<file path="config.mk">
export PLATFORM = sky130hd
export DESIGN_NAME = spi_cmd
export DESIGN_NICKNAME = d
export VERILOG_FILES = /design/src/rtl/spi_cmd_pkg.sv /design/src/rtl/spi_cmd.sv
export SDC_FILE = /design/constraint.sdc
export NUM_CORES = 1
export LEC_CHECK = 0
export ABC_CLOCK_PERIOD_IN_PS = 2080
export BUFFER_PORTS_ARGS = -buffer_cell sky130_fd_sc_hd__buf_2
export CAP_MARGIN = 30
export CELL_PAD_IN_SITES_DETAIL_PLACEMENT = 0
export CELL_PAD_IN_SITES_GLOBAL_PLACEMENT = 1
export CORE_UTILIZATION = 39
export CTS_BUF_LIST = sky130_fd_sc_hd__clkbuf_4 sky130_fd_sc_hd__clkbuf_8
export CTS_CLUSTER_SIZE = 28
export DETAILED_ROUTE_END_ITERATION = 10
export PLACE_DENSITY = 0.76
export SLEW_MARGIN = 20
export SYNTH_ARGS = -nofsm -noshare
export SYNTH_HDL_FRONTEND = slang
export SYNTH_SLANG_ARGS = --single-unit
</file>
<file path="constraint.sdc">
create_clock -name clk_sys_i -period 2.08 [get_ports clk_sys_i]
set_input_delay 0 -clock clk_sys_i [delete_from_list [all_inputs] [get_ports clk_sys_i]]
set_output_delay 0 -clock clk_sys_i [all_outputs]
set_load 0.02 [all_outputs]
</file>
<file path="src/rtl/spi_cmd_pkg.sv">
// Shared definitions for the SPI command decoder: opcodes, FSM states and
// header field positions.
package spi_cmd_pkg;

    typedef enum logic [2:0] {
        OP_READ_AT    = 3'b000,
        OP_READ_NEXT  = 3'b001,
        OP_WRITE_AT   = 3'b010,
        OP_WRITE_NEXT = 3'b011
    } opcode_e;

    typedef enum logic [2:0] {
        ST_IDLE  = 3'd0,
        ST_ARG1  = 3'd1,
        ST_ARG2  = 3'd2,
        ST_ARG3  = 3'd3,
        ST_ISSUE = 3'd4,
        ST_DRAIN = 3'd5
    } state_e;

    localparam int HDR_OP_MSB  = 7;
    localparam int HDR_OP_LSB  = 5;
    localparam int HDR_A16_BIT = 0;

    localparam int ADDR_W = 17;

endpackage

</file>
<file path="src/rtl/spi_cmd.sv">
// SPI command decoder: turns header/argument byte frames into a single
// valid/ready bus transaction and returns read data for the next frame.
module spi_cmd
    import spi_cmd_pkg::*;
(
    input  logic                clk_sys_i,
    input  logic                reset_i,
    input  logic                cs_ni,
    input  logic [7:0]          rx_byte_i,
    input  logic                rx_valid_i,
    output logic [ADDR_W-1:0]   spi_addr_o,
    output logic [7:0]          spi_data_o,
    output logic                spi_rw_no,
    output logic                spi_valid_o,
    input  logic                spi_ready_i,
    input  logic [7:0]          spi_data_i,
    output logic [7:0]          tx_byte_o,
    output logic                busy_o,
    output logic                overrun_o
);

    state_e              state_q, state_d;
    logic [2:0]          op_q, op_d;
    logic                a16_q, a16_d;
    logic [7:0]          ahi_q, ahi_d;
    logic [7:0]          arg_data_q, arg_data_d;
    logic [ADDR_W-1:0]   addr_q, addr_d;
    logic [7:0]          wdata_q, wdata_d;
    logic                rw_q, rw_d;
    logic [7:0]          tx_q, tx_d;
    logic                ovr_q, ovr_d;

    logic                byte_ok;
    logic [2:0]          rx_op;
    logic [ADDR_W-1:0]   addr_inc;

    // A byte arriving together with cs_ni high belongs to no frame.
    assign byte_ok  = rx_valid_i && !cs_ni;
    assign rx_op    = rx_byte_i[HDR_OP_MSB:HDR_OP_LSB];
    assign addr_inc = addr_q + {{(ADDR_W-1){1'b0}}, 1'b1};

    always_comb begin
        state_d    = state_q;
        op_d       = op_q;
        a16_d      = a16_q;
        ahi_d      = ahi_q;
        arg_data_d = arg_data_q;
        addr_d     = addr_q;
        wdata_d    = wdata_q;
        rw_d       = rw_q;
        tx_d       = tx_q;
        ovr_d      = ovr_q;

        case (state_q)
            ST_IDLE: begin
                if (byte_ok) begin
                    op_d  = rx_op;
                    a16_d = rx_byte_i[HDR_A16_BIT];
                    case (rx_op)
                        OP_READ_AT,
                        OP_WRITE_AT,
                        OP_WRITE_NEXT: state_d = ST_ARG1;
                        OP_READ_NEXT: begin
                            addr_d  = addr_inc;
                            rw_d    = 1'b1;
                            state_d = ST_ISSUE;
                        end
                        default: state_d = ST_DRAIN;
                    endcase
                end
            end

            ST_ARG1: begin
                if (cs_ni) begin
                    state_d = ST_IDLE;
                end else if (rx_valid_i) begin
                    case (op_q)
                        OP_READ_AT: begin
                            ahi_d   = rx_byte_i;
                            state_d = ST_ARG2;
                        end
                        OP_WRITE_AT: begin
                            arg_data_d = rx_byte_i;
                            state_d    = ST_ARG2;
                        end
                        OP_WRITE_NEXT: begin
                            wdata_d = rx_byte_i;
                            addr_d  = addr_inc;
                            rw_d    = 1'b0;
                            state_d = ST_ISSUE;
                        end
                        default: state_d = ST_IDLE;
                    endcase
                end
            end

            ST_ARG2: begin
                if (cs_ni) begin
                    state_d = ST_IDLE;
                end else if (rx_valid_i) begin
                    if (op_q == OP_READ_AT) begin
                        addr_d  = {a16_q, ahi_q, rx_byte_i};
                        rw_d    = 1'b1;
                        state_d = ST_ISSUE;
                    end else begin
                        ahi_d   = rx_byte_i;
                        state_d = ST_ARG3;
                    end
                end
            end

            ST_ARG3: begin
                if (cs_ni) begin
                    state_d = ST_IDLE;
                end else if (rx_valid_i) begin
                    addr_d  = {a16_q, ahi_q, rx_byte_i};
                    wdata_d = arg_data_q;
                    rw_d    = 1'b0;
                    state_d = ST_ISSUE;
                end
            end

            // cs_ni is deliberately ignored here: an issued transaction always completes.
            ST_ISSUE: begin
                if (byte_ok) begin
                    ovr_d = 1'b1;
                end
                if (spi_ready_i) begin
                    state_d = ST_IDLE;
                    if (rw_q) begin
                        tx_d = spi_data_i;
                    end
                end
            end

            ST_DRAIN: begin
                if (cs_ni) begin
                    state_d = ST_IDLE;
                end
            end

            default: state_d = ST_IDLE;
        endcase
    end

    always_ff @(posedge clk_sys_i or posedge reset_i) begin
        if (reset_i) begin
            state_q    <= ST_IDLE;
            op_q       <= 3'b000;
            a16_q      <= 1'b0;
            ahi_q      <= 8'h00;
            arg_data_q <= 8'h00;
            addr_q     <= '0;
            wdata_q    <= 8'h00;
            rw_q       <= 1'b1;
            tx_q       <= 8'h00;
            ovr_q      <= 1'b0;
        end else begin
            state_q    <= state_d;
            op_q       <= op_d;
            a16_q      <= a16_d;
            ahi_q      <= ahi_d;
            arg_data_q <= arg_data_d;
            addr_q     <= addr_d;
            wdata_q    <= wdata_d;
            rw_q       <= rw_d;
            tx_q       <= tx_d;
            ovr_q      <= ovr_d;
        end
    end

    // Decoded straight from the state register so reset drops valid without a clock.
    assign spi_valid_o = (state_q == ST_ISSUE);
    assign busy_o      = (state_q == ST_ARG1) || (state_q == ST_ARG2) ||
                         (state_q == ST_ARG3) || (state_q == ST_ISSUE);
    assign spi_addr_o  = addr_q;
    assign spi_data_o  = wdata_q;
    assign spi_rw_no   = rw_q;
    assign tx_byte_o   = tx_q;
    assign overrun_o   = ovr_q;

endmodule
</file>
Word level (Yosys, flattened, before mapping)
Index checks and enable logic that the tools add are counted.

Logic and storage cells: 108. Input port bits: 21. Output and inout bits: 37. Bits in registers: 58.

Multiplexer cells: 48. Reductions and logical operators: 21. Eq/ne operators: 27. Add/subtract/negate cells: 1. Bitwise logic cells: 1.

Operators by type and width (count): two-way mux 17 bit (10); two-way mux 8 bit (11); case mux 17 bit (4 select lines) (1); case mux 8 bit (2 select lines) (2); two-way mux 3 bit (10); != test 2 bit (second input constant) (11); equality test 3 x 2 -> 1 bit (second input constant) (6); case mux 3 bit (6 select lines) (1); adder 17 x 1 -> 17 bit (second input constant) (1); case mux 3 bit (2 select lines) (2); AND reduction 6 bit (2); AND reduction 11 bit (1); two-way mux 1 bit (10); zero test 3 bit (3); != test 3 bit (second input constant) (3); AND reduction 7 bit (1); equality test 3 x 1 -> 1 bit (second input constant) (2); equality test 3 bit (second input constant) (2); != test 2 x 1 -> 1 bit (second input constant) (3); case mux 1 bit (4 select lines) (1); AND reduction 2 bit (2); AND reduction 4 bit (1); nonzero test 2 bit (2); nonzero test 4 bit (1); other kinds (7) (9).

Longest topological paths before layout
Depth after elaboration: 6. Mapped depth: 8. Mapped depth without buffers: 6.

Worst setup path before layout
Ideal clock, no wire load.

Path type: reg-to-reg. Start point: register state_q[1]. End point: register tx_q[0] (netlist: tx_byte_o[0]). Cell stages (with the launch flop): 6. Data arrival time: 1.673 ns. Slack: 0.282 ns. Period minus slack after synthesis: 1.798 ns. Required time: 1.955 ns. Cells stage by stage: dfrtp_1 > nor2_1 > and2_1 > and3_1 > buf_2 > mux2_2.

Longest elaborated chain between the ends: 2.

RTL lines: start: declaration (RTL line spi_cmd.sv:22) `state_e state_q, state_d;`; start signal: assignment (RTL line spi_cmd.sv:159) `state_q <= state_d;`; equality test 3 bit; named net spi_valid_o (RTL line spi_cmd.sv:14) `output logic spi_valid_o,`; AND reduction 3 bit (no line); end signal: assignment (RTL line spi_cmd.sv:167) `tx_q <= tx_d;`; end: declaration (RTL line spi_cmd.sv:30) `logic [7:0] tx_q, tx_d;`.

The timed path passes the listed nets, and every way through them passes these cells. A chain may end at the register's enable or synchronous reset.

Worst setup path after layout
Start point: register addr_q[0] (netlist: spi_addr_o[0]). End point: register addr_q[16] (netlist: spi_addr_o[16]).

Longest elaborated chain between the ends: 5. Elaborated cells between the ends (all ways): 7. Those cells by class: add/sub: 1; mux: 6.

RTL lines: start: declaration (RTL line spi_cmd.sv:27) `logic [ADDR_W-1:0] addr_q, addr_d;`; start signal: assignment (RTL line spi_cmd.sv:164) `addr_q <= addr_d;`; adder 17 x 1 -> 17 bit * (RTL line spi_cmd.sv:40) `assign addr_inc = addr_q + {{(ADDR_W-1){1'b0}}, 1'b1};`; two-way mux 17 bit (RTL line spi_cmd.sv:77) `case (op_q)`; two-way mux 17 bit (RTL line spi_cmd.sv:76) `end else if (rx_valid_i) begin`; two-way mux 17 bit (RTL line spi_cmd.sv:74) `if (cs_ni) begin`; case mux 17 bit (4 select lines) * (RTL line spi_cmd.sv:54) `case (state_q)`.

Every way passes the cells marked *; elsewhere a longest branch is shown, timed or not. The select of a mux whose other input is x is not followed.

==> qor.txt <==
outcome - finished, final reports clean
GRT Residual Overflow - 0
final wirelength - 7.111 mm
remaining antenna violation count - 0
synthesized flop and latch total - 58
post-synth cell types - 50
Post-Place Cell Area - 0.003288 mm^2
initial antenna violation count - 0
unrepaired setup endpoints after global routing - no
Detailed Route Iter0 Violations - 118
Synth Instances - 280
I/O Buffers - 57
post-CTS sizing - 0
routed length per instance - 15.46 um
Sequential Area - 0.001453 mm^2
maximum vdd ir drop - 0.6409 mV
Final Cell Area - 0.003680 mm^2
area grow syn2layout - 27.98%
EDFF count, synth - 0
Max-Cap Viols - 0
multi-input logic area - 0.001311 mm^2
Die Ht - 87.87 um
CTS tree - built
vias in the first global route - 2260
CP Class - reg -> reg
worst setup path endpoint - spi_addr_o[16]$_DFFE_PP0P_
pin count of the biggest net entering global routing - 39
max-slew violations - 0
placed cells - 429
Ports - 58
WP data arrival - 2.07 ns
Crit Reg-Reg Endpoint - spi_addr_o[16]$_DFFE_PP0P_
R2R Setup Slk - 0.26 ns
Worst-Skew Late Latency - 0.33 ns
Die ar. - 0.007720 mm^2
H-tree levels - 3
R2R cell count - 6
DP Wirelength - 4.810 mm
post-synthesis net count - 302
Final Util - 52.99%
Tot GR Track Use - 20.14%
Power Dens Cells - 1494 mW/mm^2
Rows - 30
Leak - 1.772 nW
worst hold slack - 0.01542 ns
# setup viols final - 0
Core ar. - 0.006944 mm^2
Critical Path Fanout Max - 7
Netlist Area Pre-Place - 0.002875 mm^2
register area share after synthesis - 50.52%
Req. time, crit path - 2.34 ns
fin crit share - 87.29%
DRT Pass-1 Iters - 6
Setup Skew - 0.004260 ns
worst hold path class - in -> reg
CP Launch Type - register
fmax - 550.8 MHz
CTS buffer count - 9
DRC - 0
Yosys warnings - 0
number of diodes - 0
RR Startpoint - spi_addr_o[0]$_DFFE_PP0P_
setup TNS - 0 ns
setup fix buffers added after clock tree synthesis - 0
Root Buffer - clkbuf_8
DIE WIDTH - 87.87 um
most frequent cells in the layout - dfrtp_1 (57), buf_2 (57), nand2_1 (38)
Syn Area/Cell - 10.27 um^2
# nets final - 381
origin of the worst setup path - spi_addr_o[0]$_DFFE_PP0P_
Num Clock Sinks - 58
number of vias per cell - 5.311
slew margin rel. - 63.30%
ys async rst share - 100.0%
nature of the critical path endpoint - register
first-pass GRT wire length - 11.56 mm
gpl congestion - 0.7799
Final Hold Fails - 0
worst slew pin tran - 0.5497 ns
Post-Layout Cell Count - 460
Initial Util - 41.41%
Clk pin slew, worst setup/hold paths - 0.06 ns
routed vias - 2443
Longest Clk Path Bufs - 2
layout cells sized above 1 - 32.42%
FILL cells - 651
top_reg_cell synth - dfrtp_1
min cycle time layout - 1.816 ns
## worst min-delay path by stage
stage	from	to	slack [ns]	cells past startpoint
after floorplan	cs_ni	state_q[0]$_DFFE_PP0P_	0.11	1
after global placement	reset_i	tx_byte_o[0]$_DFFE_PP0P_	0.08	2
after detailed placement	reset_i	tx_byte_o[0]$_DFFE_PP0P_	0.08	2
after CTS	rx_byte_i[0]	a16_q$_DFFE_PP0P_	0.006	2
after global routing	rx_byte_i[7]	ahi_q[7]$_DFFE_PP0P_	0.02	2
final	rx_byte_i[0]	a16_q$_DFFE_PP0P_	0.02	2
## critical path: stages (launching register included)
cell and delay (ns):
dfrtp_1 0.43, ha_1 0.23, and4_1 0.37, and4_1 0.29
nand4_1 0.10, a21oi_1 0.16, a2bb2oi_1 0.16
## synthesized netlist by cell type (2+ instances only)
cell type	count	area, um^2
nand4_1	4	25.02
dfrtp_1	57	1426
or2_2	2	12.51
nor2_1	9	33.78
inv_1	6	22.52
buf_2	4	20.02
and4_1	3	26.28
a21oi_1	27	135.1
o22ai_1	9	56.30
mux2_2	26	292.8
a31o_2	2	17.52
nand3_1	8	40.04
nand3b_1	2	15.01
clkbuf_1	5	18.77
a2bb2oi_1	2	17.52
mux2i_1	10	100.1
o21ai_0	25	125.1
nor3_1	2	10.01
o32ai_1	2	17.52
nand2_1	38	142.6
and3_1	5	31.28
buf_4	2	15.01
and2_1	3	18.77
## kinds of logic (layout without fill, tap and decap cells)
group	count (synthesis)	count (layout)	synth area share, %
DFF	58	58	50.52
adders and majority gates	1	1	0.4351
and+or+nand+nor	83	83	14.14
buffers and inverters	20	104	3.873
xor gates and xnor gates	1	1	0.3047
AOI/OAI and AO/OA	81	81	17.06
muxes	36	36	13.66
## registers in the layout, indices dropped and copies added (netlist names)
register and count:
spi_data_o 8, arg_data_q 8, overrun_o 1, ahi_q 8
tx_byte_o 8, spi_addr_o 17, a16_q 1, spi_rw_no 1
state_q 3, op_q 3
## final cells by class
class,count,share of cell area [%]
clock buffer,11,3.774
clock inverter,5,2.788
inverter,7,0.7140
multi-input combinational,202,35.63
sequential,58,39.48
tap,96,3.264
timing repair buffer,81,14.35
## metal layers
layer	share of wire, %	track usage, %	vias up
li1	-	-	1185
met1	49	28.79	1180
met2	46	29.32	65
met3	3.9	4.618	13
met4	1.5	8.346	0
met5	0	0	-
## power by group
part / internal (W) / total [W] / switching [W] / leakage, nW
logic: 0.000910 / 0.00215 / 0.00124 / 0.918
clock network: 0.000821 / 0.00127 / 0.000447 / 0.120
registers: 0.00163 / 0.00209 / 0.000458 / 0.733
## stage by stage
step | setup WS [ns] | total power (W)
after global placement | 0.3091 | 0.004181
final | 0.2643 | 0.005499
after floorplan | 0.2818 | 0.003524
after CTS | 0.2792 | 0.005531
after global routing | 0.1062 | 0.005886
after detailed placement | 0.2962 | 0.004223
## repair_timing
item / in CTS / in global routing
setup endpoints to repair: 0 / 0
hold buffers: 15 / 0
hold endpoints to repair: 41 / 0
Note: power is estimated with default switching activity, not from simulation.
